--- src/rtl/pipeline_ctrl_if.sv ---
// Handshake bundle between the pipeline datapath and its hazard/flow controller.
// Signal suffixes are from the controller's point of view.
interface pipeline_ctrl_if;
  logic        id_r1_enable_i;
  logic        id_r2_enable_i;
  logic [4:0]  id_r1_addr_i;
  logic [4:0]  id_r2_addr_i;
  logic        ex_is_load_i;
  logic [4:0]  ex_w_addr_i;
  logic        mem_busy_i;
  logic        branch_taken_i;
  logic [31:0] branch_target_i;
  logic [4:0]  stall_o;
  logic        flush_o;
  logic        pc_redirect_o;
  logic [31:0] pc_target_o;
  logic [31:0] stall_cnt_o;
  logic        timeout_o;

  // Datapath side: drives hazard inputs, consumes control outputs
  modport master (
    output id_r1_enable_i, id_r2_enable_i, id_r1_addr_i, id_r2_addr_i,
    output ex_is_load_i, ex_w_addr_i, mem_busy_i, branch_taken_i, branch_target_i,
    input  stall_o, flush_o, pc_redirect_o, pc_target_o, stall_cnt_o, timeout_o
  );

  // Controller side
  modport slave (
    input  id_r1_enable_i, id_r2_enable_i, id_r1_addr_i, id_r2_addr_i,
    input  ex_is_load_i, ex_w_addr_i, mem_busy_i, branch_taken_i, branch_target_i,
    output stall_o, flush_o, pc_redirect_o, pc_target_o, stall_cnt_o, timeout_o
  );
endinterface

--- src/rtl/pipeline_ctrl.sv ---
// Five-stage pipeline flow controller: load-use bubbles, memory-wait freeze
// with timeout detection, and branch flush/redirect sequencing.
module pipeline_ctrl (
  input  logic           clk,
  input  logic           rst_n,
  pipeline_ctrl_if.slave bus
);

  localparam logic [1:0] RUN      = 2'd0;
  localparam logic [1:0] MEM_WAIT = 2'd1;
  localparam logic [1:0] FLUSH    = 2'd2;

  logic [1:0]  state_q, state_d;
  logic        pending_q, pending_d;
  logic [31:0] pc_target_q, pc_target_d;
  logic [7:0]  wait_cnt_q, wait_cnt_d;
  logic        timeout_q, timeout_d;
  logic [31:0] stall_cnt_q, stall_cnt_d;

  logic        load_use;
  logic        accept_br;
  logic        tmo_hit;
  logic [4:0]  stall_d;
  logic        flush_d;
  logic        redirect_d;
  logic [4:0]  stall_out;

  // Hazard on a register written by an in-flight load (x0 never hazards)
  assign load_use = bus.ex_is_load_i && (bus.ex_w_addr_i != 5'd0) &&
                    ((bus.id_r1_enable_i && (bus.id_r1_addr_i == bus.ex_w_addr_i)) ||
                     (bus.id_r2_enable_i && (bus.id_r2_addr_i == bus.ex_w_addr_i)));

  // Only the first branch counts until its flush has been performed
  assign accept_br = bus.branch_taken_i && !pending_q && (state_q != FLUSH);

  // The 255th MEM_WAIT cycle is the one that sees 254 completed cycles
  assign tmo_hit = (state_q == MEM_WAIT) && (wait_cnt_q == 8'd254);

  // Next-state and control decode; priority is mem_busy > flush > load-use
  always_comb begin
    state_d     = state_q;
    pending_d   = pending_q;
    pc_target_d = pc_target_q;
    stall_d     = 5'b00000;
    flush_d     = 1'b0;
    redirect_d  = 1'b0;
    if (accept_br) pc_target_d = bus.branch_target_i;
    if (bus.mem_busy_i) begin
      stall_d = 5'b11111;
      state_d = MEM_WAIT;
      // A flush interrupted by memory, or a new branch, is replayed after the wait
      if (accept_br || (state_q == FLUSH)) pending_d = 1'b1;
    end else if (state_q == FLUSH) begin
      flush_d    = 1'b1;
      redirect_d = 1'b1;
      state_d    = RUN;
    end else if (pending_q || accept_br) begin
      // Consumer in ID is on the wrong path, so no load-use bubble is needed
      state_d   = FLUSH;
      pending_d = 1'b0;
    end else begin
      state_d = RUN;
      if (load_use) stall_d = 5'b00011;
    end
  end

  // Outputs are forced quiet while reset is held, even if mem_busy is high
  assign stall_out         = rst_n ? stall_d : 5'b00000;
  assign bus.stall_o       = stall_out;
  assign bus.flush_o       = rst_n && flush_d;
  assign bus.pc_redirect_o = rst_n && redirect_d;
  assign bus.pc_target_o   = pc_target_q;
  assign bus.stall_cnt_o   = stall_cnt_q;
  assign bus.timeout_o     = rst_n && (timeout_q || tmo_hit);

  // Wait counter, sticky timeout and saturating stall counter
  always_comb begin
    wait_cnt_d = wait_cnt_q;
    if ((state_q != MEM_WAIT) && (state_d == MEM_WAIT)) wait_cnt_d = 8'd0;
    else if ((state_q == MEM_WAIT) && (wait_cnt_q != 8'hFF)) wait_cnt_d = wait_cnt_q + 8'd1;
    timeout_d   = timeout_q || tmo_hit;
    stall_cnt_d = stall_cnt_q;
    if (stall_out[0] && (stall_cnt_q != 32'hFFFF_FFFF)) stall_cnt_d = stall_cnt_q + 32'd1;
  end

  // State registers
  always_ff @(posedge clk or negedge rst_n) begin
    if (!rst_n) begin
      state_q     <= RUN;
      pending_q   <= 1'b0;
      pc_target_q <= 32'd0;
      wait_cnt_q  <= 8'd0;
      timeout_q   <= 1'b0;
      stall_cnt_q <= 32'd0;
    end else begin
      state_q     <= state_d;
      pending_q   <= pending_d;
      pc_target_q <= pc_target_d;
      wait_cnt_q  <= wait_cnt_d;
      timeout_q   <= timeout_d;
      stall_cnt_q <= stall_cnt_d;
    end
  end

endmodule

--- src/flat_wrapper.sv ---
// flat-port wrapper written by rule: the top's interface ports become plain ports
module pipeline_ctrl_flat 
  (clk, rst_n, bus_id_r1_enable_i, bus_id_r2_enable_i, bus_id_r1_addr_i, bus_id_r2_addr_i, bus_ex_is_load_i, bus_ex_w_addr_i, bus_mem_busy_i, bus_branch_taken_i, bus_branch_target_i, bus_stall_o, bus_flush_o, bus_pc_redirect_o, bus_pc_target_o, bus_stall_cnt_o, bus_timeout_o);
  pipeline_ctrl_if bus_i ();
  input  logic clk;
  input  logic rst_n;
  input wire logic [$bits(bus_i.id_r1_enable_i)-1:0] bus_id_r1_enable_i;
  input wire logic [$bits(bus_i.id_r2_enable_i)-1:0] bus_id_r2_enable_i;
  input wire logic [$bits(bus_i.id_r1_addr_i)-1:0] bus_id_r1_addr_i;
  input wire logic [$bits(bus_i.id_r2_addr_i)-1:0] bus_id_r2_addr_i;
  input wire logic [$bits(bus_i.ex_is_load_i)-1:0] bus_ex_is_load_i;
  input wire logic [$bits(bus_i.ex_w_addr_i)-1:0] bus_ex_w_addr_i;
  input wire logic [$bits(bus_i.mem_busy_i)-1:0] bus_mem_busy_i;
  input wire logic [$bits(bus_i.branch_taken_i)-1:0] bus_branch_taken_i;
  input wire logic [$bits(bus_i.branch_target_i)-1:0] bus_branch_target_i;
  output wire logic [$bits(bus_i.stall_o)-1:0] bus_stall_o;
  output wire logic [$bits(bus_i.flush_o)-1:0] bus_flush_o;
  output wire logic [$bits(bus_i.pc_redirect_o)-1:0] bus_pc_redirect_o;
  output wire logic [$bits(bus_i.pc_target_o)-1:0] bus_pc_target_o;
  output wire logic [$bits(bus_i.stall_cnt_o)-1:0] bus_stall_cnt_o;
  output wire logic [$bits(bus_i.timeout_o)-1:0] bus_timeout_o;
  assign bus_i.id_r1_enable_i = bus_id_r1_enable_i;
  assign bus_i.id_r2_enable_i = bus_id_r2_enable_i;
  assign bus_i.id_r1_addr_i = bus_id_r1_addr_i;
  assign bus_i.id_r2_addr_i = bus_id_r2_addr_i;
  assign bus_i.ex_is_load_i = bus_ex_is_load_i;
  assign bus_i.ex_w_addr_i = bus_ex_w_addr_i;
  assign bus_i.mem_busy_i = bus_mem_busy_i;
  assign bus_i.branch_taken_i = bus_branch_taken_i;
  assign bus_i.branch_target_i = bus_branch_target_i;
  assign bus_stall_o = bus_i.stall_o;
  assign bus_flush_o = bus_i.flush_o;
  assign bus_pc_redirect_o = bus_i.pc_redirect_o;
  assign bus_pc_target_o = bus_i.pc_target_o;
  assign bus_stall_cnt_o = bus_i.stall_cnt_o;
  assign bus_timeout_o = bus_i.timeout_o;
  pipeline_ctrl u_core (.clk(clk), .rst_n(rst_n), .bus(bus_i));
endmodule
--- config.mk ---
export PLATFORM = sky130hd
export DESIGN_NAME = pipeline_ctrl_flat
export DESIGN_NICKNAME = d
export VERILOG_FILES = /design/src/rtl/pipeline_ctrl_if.sv /design/src/rtl/pipeline_ctrl.sv /design/src/flat_wrapper.sv
export SDC_FILE = /design/constraint.sdc
export NUM_CORES = 1
export LEC_CHECK = 0
export ABC_AREA = 1
export CORE_AREA = 2 2 102 104
export CTS_CLUSTER_SIZE = 28
export DETAILED_ROUTE_END_ITERATION = 8
export DIE_AREA = 0 0 104 106
export GPL_ROUTABILITY_DRIVEN = 1
export PLACE_DENSITY_LB_ADDON = 0.12
export SLEW_MARGIN = 20
export SYNTH_ARGS = -nofsm -noshare
export SYNTH_HDL_FRONTEND = slang
export SYNTH_SLANG_ARGS = --single-unit
export TNS_END_PERCENT = 50
--- constraint.sdc ---
create_clock -name clk -period 1.5 [get_ports clk]
set_input_delay 0.15 -clock clk [delete_from_list [all_inputs] [get_ports clk]]
set_output_delay 0.15 -clock clk [all_outputs]
set_load 0.05 [all_outputs]
==> key figures, run 1 <==
Route
  • Drt wl/cell: 14.1 µm
  • Antenna Nets Post-Route: 0
  • Via Count: 4331
  • DRT Wirelength: 12600 µm
  • Vias per inst: 4.82
  • Drt pass-1 iters: 4
  • # DRC: 0
  • 1st-iter DRT viols: 195

Cells and area
  • P&R area growth vs syn: 62.6%
  • Final Instance Area: 6850 µm²
  • Share of cells above drive strength 1: 36.9%
  • NumNets Final: 814
  • ANT cells: 0
  • Final Util: 68.5%

Run
  • Max Cap Violations: 0

Place
  • # port buffers: 125
  • Dpl hpwl: 9180 µm
  • GP Congestion: 0.916
  • Area post-placement: 6390 µm²

STA
  • Max Freq: 589 MHz
  • Worst Skew: 0.0135 ns
  • RSZ-0062 raised after global routing: true
  • Sum Neg Setup Slack: -4.73 ns
  • Final worst-path cycle share: 113%
  • Worst slew pin tran: 0.937 ns
  • Clock period minus worst slack: 1.70 ns
  • Slew margin rel.: 37.6%
  • Final setup violation count: 42
  • Slew Limit Fails: 0
  • Final WS setup: -0.198 ns
  • Final Hold Fails: 0

Global route
  • First-pass GRT wire length: 21000 µm
  • Vias in the first global route: 4360
  • GR Overflow Total: 0
  • Pin count of the biggest net entering global routing: 75
  • Initial antenna violation count: 0
  • Gr usage total: 23.7%

CTS
  • H-Tree Depth: 3
  • Clk_lat worst skew: 0.36 ns
  • CTS tree: yes
  • Clk pin slew, worst setup/hold paths: 0.09 ns
  • Number of CTS-inserted buffers: 9
  • CTS Buffer Depth: 2
  • # clock sinks: 76
  • CTS root buffer: clkbuf_8

Floorplan
  • DIE HEIGHT: 106 µm
  • FP Rows: 37
  • Boundary pin count: 126
  • Full die area: 11000 µm²
  • Core region area: 10000 µm²
  • Die width: 104 µm
  • Starting density of the core: 42.1%

Yosys
  • Post-synthesis simple-gate area fraction: 34.1%
  • Count of cell types in the netlist: 26
  • Syn_nets: 595
  • Post-synth top area cell: dfrtp_1
  • Syn Inst Count: 538
  • Mux cell area share after synthesis: 8.56%
  • Sequential-to-total area share from yosys stat: 45.2%
  • Post-synth top area share: 45.2%
  • Count of state elements after synthesis: 76
  • Syn Area/Cell: 7.82 µm²
  • Synth top area cells: dfrtp_1 45%, nand2_1 18%, mux2_2 8.6%
  • Complex-gate fraction of the synthesized area: 1.78%
  • Largest family of logic cells by synthesized area: simple AND/OR/NAND/NOR gates
  • Synth warn: 0
  • XOR/XNOR Fraction of Synth Area: 3.33%
  • Mapped Area: 4210 µm²
  • Synth Area in Adders: 0.892%

Critical path
  • CP Max Fanout: 3
  • CP most frequent cell: buf_12
  • Buf/Inv on CP: 2
  • CP Class: reg2out
  • Setup crit start kind: register
  • Max stage delay on crit path: 0.41 ns
  • Setup crit end kind: output pin
  • Crit path max-delay family: simple AND/OR/NAND/NOR gates
  • Worst path cell trace: nor2_2 > nand4_1 > nor2_1 > nand2_1 > nand2_4 > buf_12 > buf_12
  • CP max-delay cell: dfrtp_1
  • WP data required: 1.35 ns
  • Crit path DAT: 1.55 ns

Pwr
  • Pwr/cell area: 934 nW/µm²
  • Power, Total: 6.39 mW
  • Peak VDD IR: 0.000865 V
  • Lkg Pwr: 3.30 nW

Min path
  • Hold WC Path Type: in2async

Outcome
  • Failing checks: negative setup slack
  • Status: complete, but fails checks
-- sequential cells by signal (all words and copies together) (netlist names) --
register,flops
u_core.state_q,2
u_core.wait_cnt_q,8
u_core.bus.pc_target_o,32
u_core.timeout_q,1
u_core.bus.stall_cnt_o,32
u_core.pending_q,1
-- cell families (layout without fill, tap and decap cells) --
| logic type | count (synthesis) | after routing |
|---|---|---|
| buffers and inverters | 59 | 283 |
| adder cells (fa/ha/maj) | 3 | 3 |
| AO/OA/AOI/OAI | 15 | 15 |
| flip-flops | 76 | 76 |
| multiplexers | 32 | 32 |
| XOR/XNOR | 16 | 16 |
| AND/OR/NAND/NOR | 337 | 337 |
-- path summary, 6_finish.rpt --
path                       cells after the start                     from  slack (ns)                         end
max reg2reg                                   11         u_core.pending_q       -0.18  u_core.bus.stall_cnt_o[14]
min                                            2                    rst_n        0.05   u_core.bus.pc_target_o[4]
max                                            7         u_core.pending_q       -0.20              bus_stall_o[1]
max in group asynchronous                      2                    rst_n        0.76   u_core.bus.stall_cnt_o[7]
min in group clk                               2  bus_branch_target_i[15]        0.40  u_core.bus.pc_target_o[15]
min reg2reg                                    2         u_core.timeout_q        0.47            u_core.timeout_q
-- routing by layer --
layer	vias to the layer above	wire length, µm	track usage (%)
met4	0	263	7.72
met5	-	0	0
met2	140	6490	42.4
met3	22	671	4.78
met1	2028	5200	28.7
li1	2141	-	-
-- Yosys cell counts, drive strengths merged --
library cell,count
clkbuf,2
buf,13
nand3b,10
nor3,4
o21ai,11
mux2,32
xor2,10
xnor2,6
nand4,8
nor2,68
nand3,46
dfrtp,76
nand2,200
ha,3
inv,44
nor3b,1
a21oi,4
-- final cells by class --
type / instances / area [µm²]
fillers: 841 / 3150
repair buffers: 223 / 2210
clock inverters: 7 / 57.6
well taps: 136 / 170
multi-input cells: 403 / 2190
clock buffers: 9 / 124
inverters: 44 / 168
flip-flops and latches: 76 / 1930
-- where the power goes --
group | switching [mW] | internal (mW) | total (mW)
logic | 1.44 | 0.979 | 2.41
registers | 0.168 | 2.32 | 2.48
clock network | 0.866 | 0.627 | 1.49
total | 2.47 | 3.92 | 6.39
-- cells in the final DEF, fill, tap and decap left out, drive strengths merged, types with 9 or more instances in the layout --
cell	synthesis	routed
buf	13	169
clkdlybuf4s50	0	51
nor2	68	68
nand2	200	200
xor2	10	10
mux2	32	32
nand3	46	46
dfrtp	76	76
inv	44	48
clkbuf	2	9
o21ai	11	11
nand3b	10	10
-- timing repair --
action / in CTS / in global routing
hold endpoints to repair: 2 / 0
pin swaps: 11 / 11
setup endpoints to repair: 39 / 77
resized for setup: 17 / 27
gates cloned: 2 / 0
buffers inserted: 9 / 2
hold buffers: 1 / 0
-- per-stage QoR --
step / cells / worst slack, ns / hold slack [ns]
after global placement: 868 / -0.238 / -0.0458
after global routing: 898 / -0.306 / 0.113
after CTS: 896 / -0.213 / 0.0938
after detailed placement: 868 / -0.322 / -0.0460
after floorplan: 538 / -0.220 / -0.146
final: 898 / -0.198 / 0.0466
Note: power is estimated with default switching activity, not from simulation.
==> run 2: changes to the inputs <==
--- a/config.mk
+++ b/config.mk
@@ -6,10 +6,11 @@
 export NUM_CORES = 1
 export LEC_CHECK = 0
 export ABC_AREA = 1
-export CORE_AREA = 2 2 102 104
+export CORE_AREA = 2 2 93 95
+export CTS_BUF_LIST = sky130_fd_sc_hd__clkbuf_2
 export CTS_CLUSTER_SIZE = 28
 export DETAILED_ROUTE_END_ITERATION = 8
-export DIE_AREA = 0 0 104 106
+export DIE_AREA = 0 0 95 97
 export GPL_ROUTABILITY_DRIVEN = 1
 export PLACE_DENSITY_LB_ADDON = 0.12
 export SLEW_MARGIN = 20
==> constraint.sdc (replaced) <==
create_clock -name clk -period 2 [get_ports clk]
set_input_delay 0.2 -clock clk [delete_from_list [all_inputs] [get_ports clk]]
set_output_delay 0.2 -clock clk [all_outputs]
set_load 0.05 [all_outputs]
==> key figures, run 2 (same netlist as run 1, synthesis figures left out) <==
Route
  • Drt wl/cell: 14.3 µm (was 14.1 µm)
  • Via Count: 4118 (was 4331)
  • # DRC: 0 (unchanged)
  • Drt pass-1 iters: 5 (was 4)
  • Vias per inst: 5.19 (was 4.82)
  • Antenna Nets Post-Route: 0 (unchanged)
  • 1st-iter DRT viols: 229 (was 195)
  • DRT Wirelength: 11300 µm (was 12600 µm)

Cells and area
  • Final Util: 73.3% (was 68.5%)
  • ANT cells: 0 (unchanged)
  • NumNets Final: 741 (was 814)
  • Most frequent cells in the layout: 195 x nand2_1, 74 x dfrtp_1, 70 x clkdlybuf4s50_1 (was 189 x nand2_1, 138 x buf_4, 57 x dfrtp_1)
  • Final Instance Area: 5960 µm² (was 6850 µm²)
  • P&R area growth vs syn: 41.6% (was 62.6%)
  • Filler instances: 652 (was 841)
  • Most common cell after layout, fill and taps aside: nand2_1 (unchanged)
  • Non-filler cells, final: 794 (was 898)
  • Share of cells above drive strength 1: 14.9% (was 36.9%)

Floorplan
  • Starting density of the core: 51.7% (was 42.1%)
  • Core region area: 8130 µm² (was 10000 µm²)
  • DIE HEIGHT: 97 µm (was 106 µm)
  • Boundary pin count: 126 (unchanged)
  • Die width: 95 µm (was 104 µm)
  • Full die area: 9220 µm² (was 11000 µm²)
  • FP Rows: 33 (was 37)

Global route
  • Initial antenna violation count: 0 (unchanged)
  • Gr usage total: 25.3% (was 23.7%)
  • GR Overflow Total: 0 (unchanged)
  • Pin count of the biggest net entering global routing: 40 (was 75)
  • Vias in the first global route: 3960 (was 4360)
  • First-pass GRT wire length: 18500 µm (was 21000 µm)

Pwr
  • Peak VDD IR: 0.000515 V (was 0.000865 V)
  • Pwr/cell area: 711 nW/µm² (was 934 nW/µm²)
  • Flop pwr share: 44.3% (was 38.9%)
  • Switching power: 1.72 mW (was 2.47 mW)
  • Gate power share: 37.7% (was 37.8%)
  • Clock power share: 18.0% (was 23.4%)
  • Power, Total: 4.24 mW (was 6.39 mW)
  • Internal Dissipation: 2.52 mW (was 3.92 mW)
  • Net Sw Frac: 40.6% (was 38.6%)
  • Lkg Pwr: 3.04 nW (was 3.30 nW)

Place
  • GP Congestion: 0.916 (about the same)
  • Dpl hpwl: 8180 µm (was 9180 µm)
  • Pre-CTS setup slack: 0.145 ns (was -0.322 ns)
  • Placed Instances: 767 (was 868)
  • # port buffers: 125 (unchanged)
  • Area post-placement: 5720 µm² (was 6390 µm²)

STA
  • Worst slew pin tran: 0.546 ns (was 0.937 ns)
  • WHS: 0.261 ns (was 0.0466 ns)
  • Worst Skew: 0.0404 ns (was 0.0135 ns)
  • Sum Neg Setup Slack: 0 ns (was -4.73 ns)
  • Final WS setup: 0.0147 ns (was -0.198 ns)
  • Slew margin rel.: 63.5% (was 37.6%)
  • Clock period minus worst slack: 1.99 ns
  • Slew Limit Fails: 0 (unchanged)
  • Max Freq: 504 MHz
  • RSZ-0062 raised after global routing: true (unchanged)
  • Final worst-path cycle share: 99.3%
  • Final Hold Fails: 0 (unchanged)
  • Final setup violation count: 0 (was 42)

CTS
  • CTS Buffer Depth: 2 (unchanged)
  • Clk pin slew, worst setup/hold paths: 0.24 ns (was 0.09 ns)
  • # clock sinks: 76 (unchanged)
  • H-Tree Depth: 3 (unchanged)
  • CTS root buffer: clkbuf_2 (was clkbuf_8)
  • Number of CTS-inserted buffers: 9 (unchanged)
  • CTS tree: yes (unchanged)
  • Clk_lat worst skew: 0.54 ns (was 0.36 ns)

Critical path
  • CP Class: reg2out (unchanged)
  • Max stage delay on crit path: 0.46 ns (was 0.41 ns)
  • Worst path cell trace: nand2_2 > nand4_1 > nor2_1 > nand2_1 > nand2_2 > buf_12 > buf_12 (was nor2_2 > nand4_1 > nor2_1 > nand2_1 > nand2_4 > buf_12 > buf_12)
  • CP max-delay cell: dfrtp_1 (unchanged)
  • Setup crit end kind: output pin (unchanged)
  • WP data required: 1.80 ns (was 1.35 ns)
  • Setup crit start kind: register (unchanged)
  • Crit path DAT: 1.79 ns (was 1.55 ns)
  • CP Max Fanout: 5 (was 3)
  • Buf/Inv on CP: 2 (unchanged)
  • Crit path max-delay family: simple AND/OR/NAND/NOR gates (unchanged)

Run
  • Max Cap Violations: 0 (unchanged)

Outcome
  • Status: complete, no violations (was complete, but fails checks)

Min path
  • Hold WC Path Type: in2async (unchanged)
## run 2: changes by cell type in the layout (fill, tap and decap cells not counted), moves of 15 or more
| cell | previous run | this run |
|---|---|---|
| dlymetal6s2s_1 | 1 | 16 |
| buf_12 | 28 | 11 |
| dfrtp_2 | 19 | 2 |
| dlygate4sd2_1 | 0 | 30 |
| buf_4 | 138 | 21 |
| clkdlybuf4s50_1 | 51 | 70 |
| dfrtp_1 | 57 | 74 |
## run 2: area by class of cell
| type | count | area [µm²] | share of cell area (%) |
|---|---|---|---|
| Clock inverter | 6 | 48.8 | 0.819 |
| Multi-Input combinational cell | 403 | 2070 | 34.8 |
| Inverter | 44 | 165 | 2.77 |
| Tap cell | 105 | 131 | 2.20 |
| Clock buffer | 10 | 50.0 | 0.840 |
| Sequential cell | 76 | 1900 | 32.0 |
| Timing Repair Buffer | 150 | 1580 | 26.6 |
## run 2: tightest hold or removal path, stage by stage
cell	delay (ns)
dlygate4sd3_1	0.53
buf_4	0.13
buf_4	0.39
## run 2: final timing paths
path | startpoint | to | slack (ns) | cells after the start
worst max-delay path | u_core.state_q[1] | bus_stall_o[1] | 0.01 | 7
worst min-delay path | rst_n | u_core.bus.pc_target_o[17] | 0.26 | 3
worst max register to register | u_core.bus.stall_cnt_o[0] | u_core.bus.stall_cnt_o[20] | 0.21 | 10
worst min register to register | u_core.timeout_q | u_core.timeout_q | 0.51 | 2
max in group asynchronous | rst_n | u_core.bus.stall_cnt_o[1] | 1.34 | 3
min in group clk | bus_mem_busy_i | u_core.state_q[0] | 0.26 | 1
## run 2: routing by layer
metal	routed length (µm)	GRT usage, %	part of all wire [%]
met2	5600	43.3	49
met3	719	3.82	6.4
met5	0	0	0
met4	191	7.80	1.7
met1	4810	32.9	42
## run 2: power groups by stage
stage	Combinational [mW]	Sequential, mW	Clock [mW]
finish	1.60	1.88	0.764
global route	1.69	1.90	0.862
CTS	1.61	1.88	0.780
detailed placement	1.60	1.91	0
global placement	1.57	1.89	0
floorplan	0.354	2.52	0
## run 2: repair_timing
action,in CTS,in global routing
endpoints found under the setup margin,33,19
resized for setup,34,19
setup buffers,6,3
hold buffers,1,0
endpoints found under the hold margin,76,0
pin swaps,2,4
gates cloned,1,0
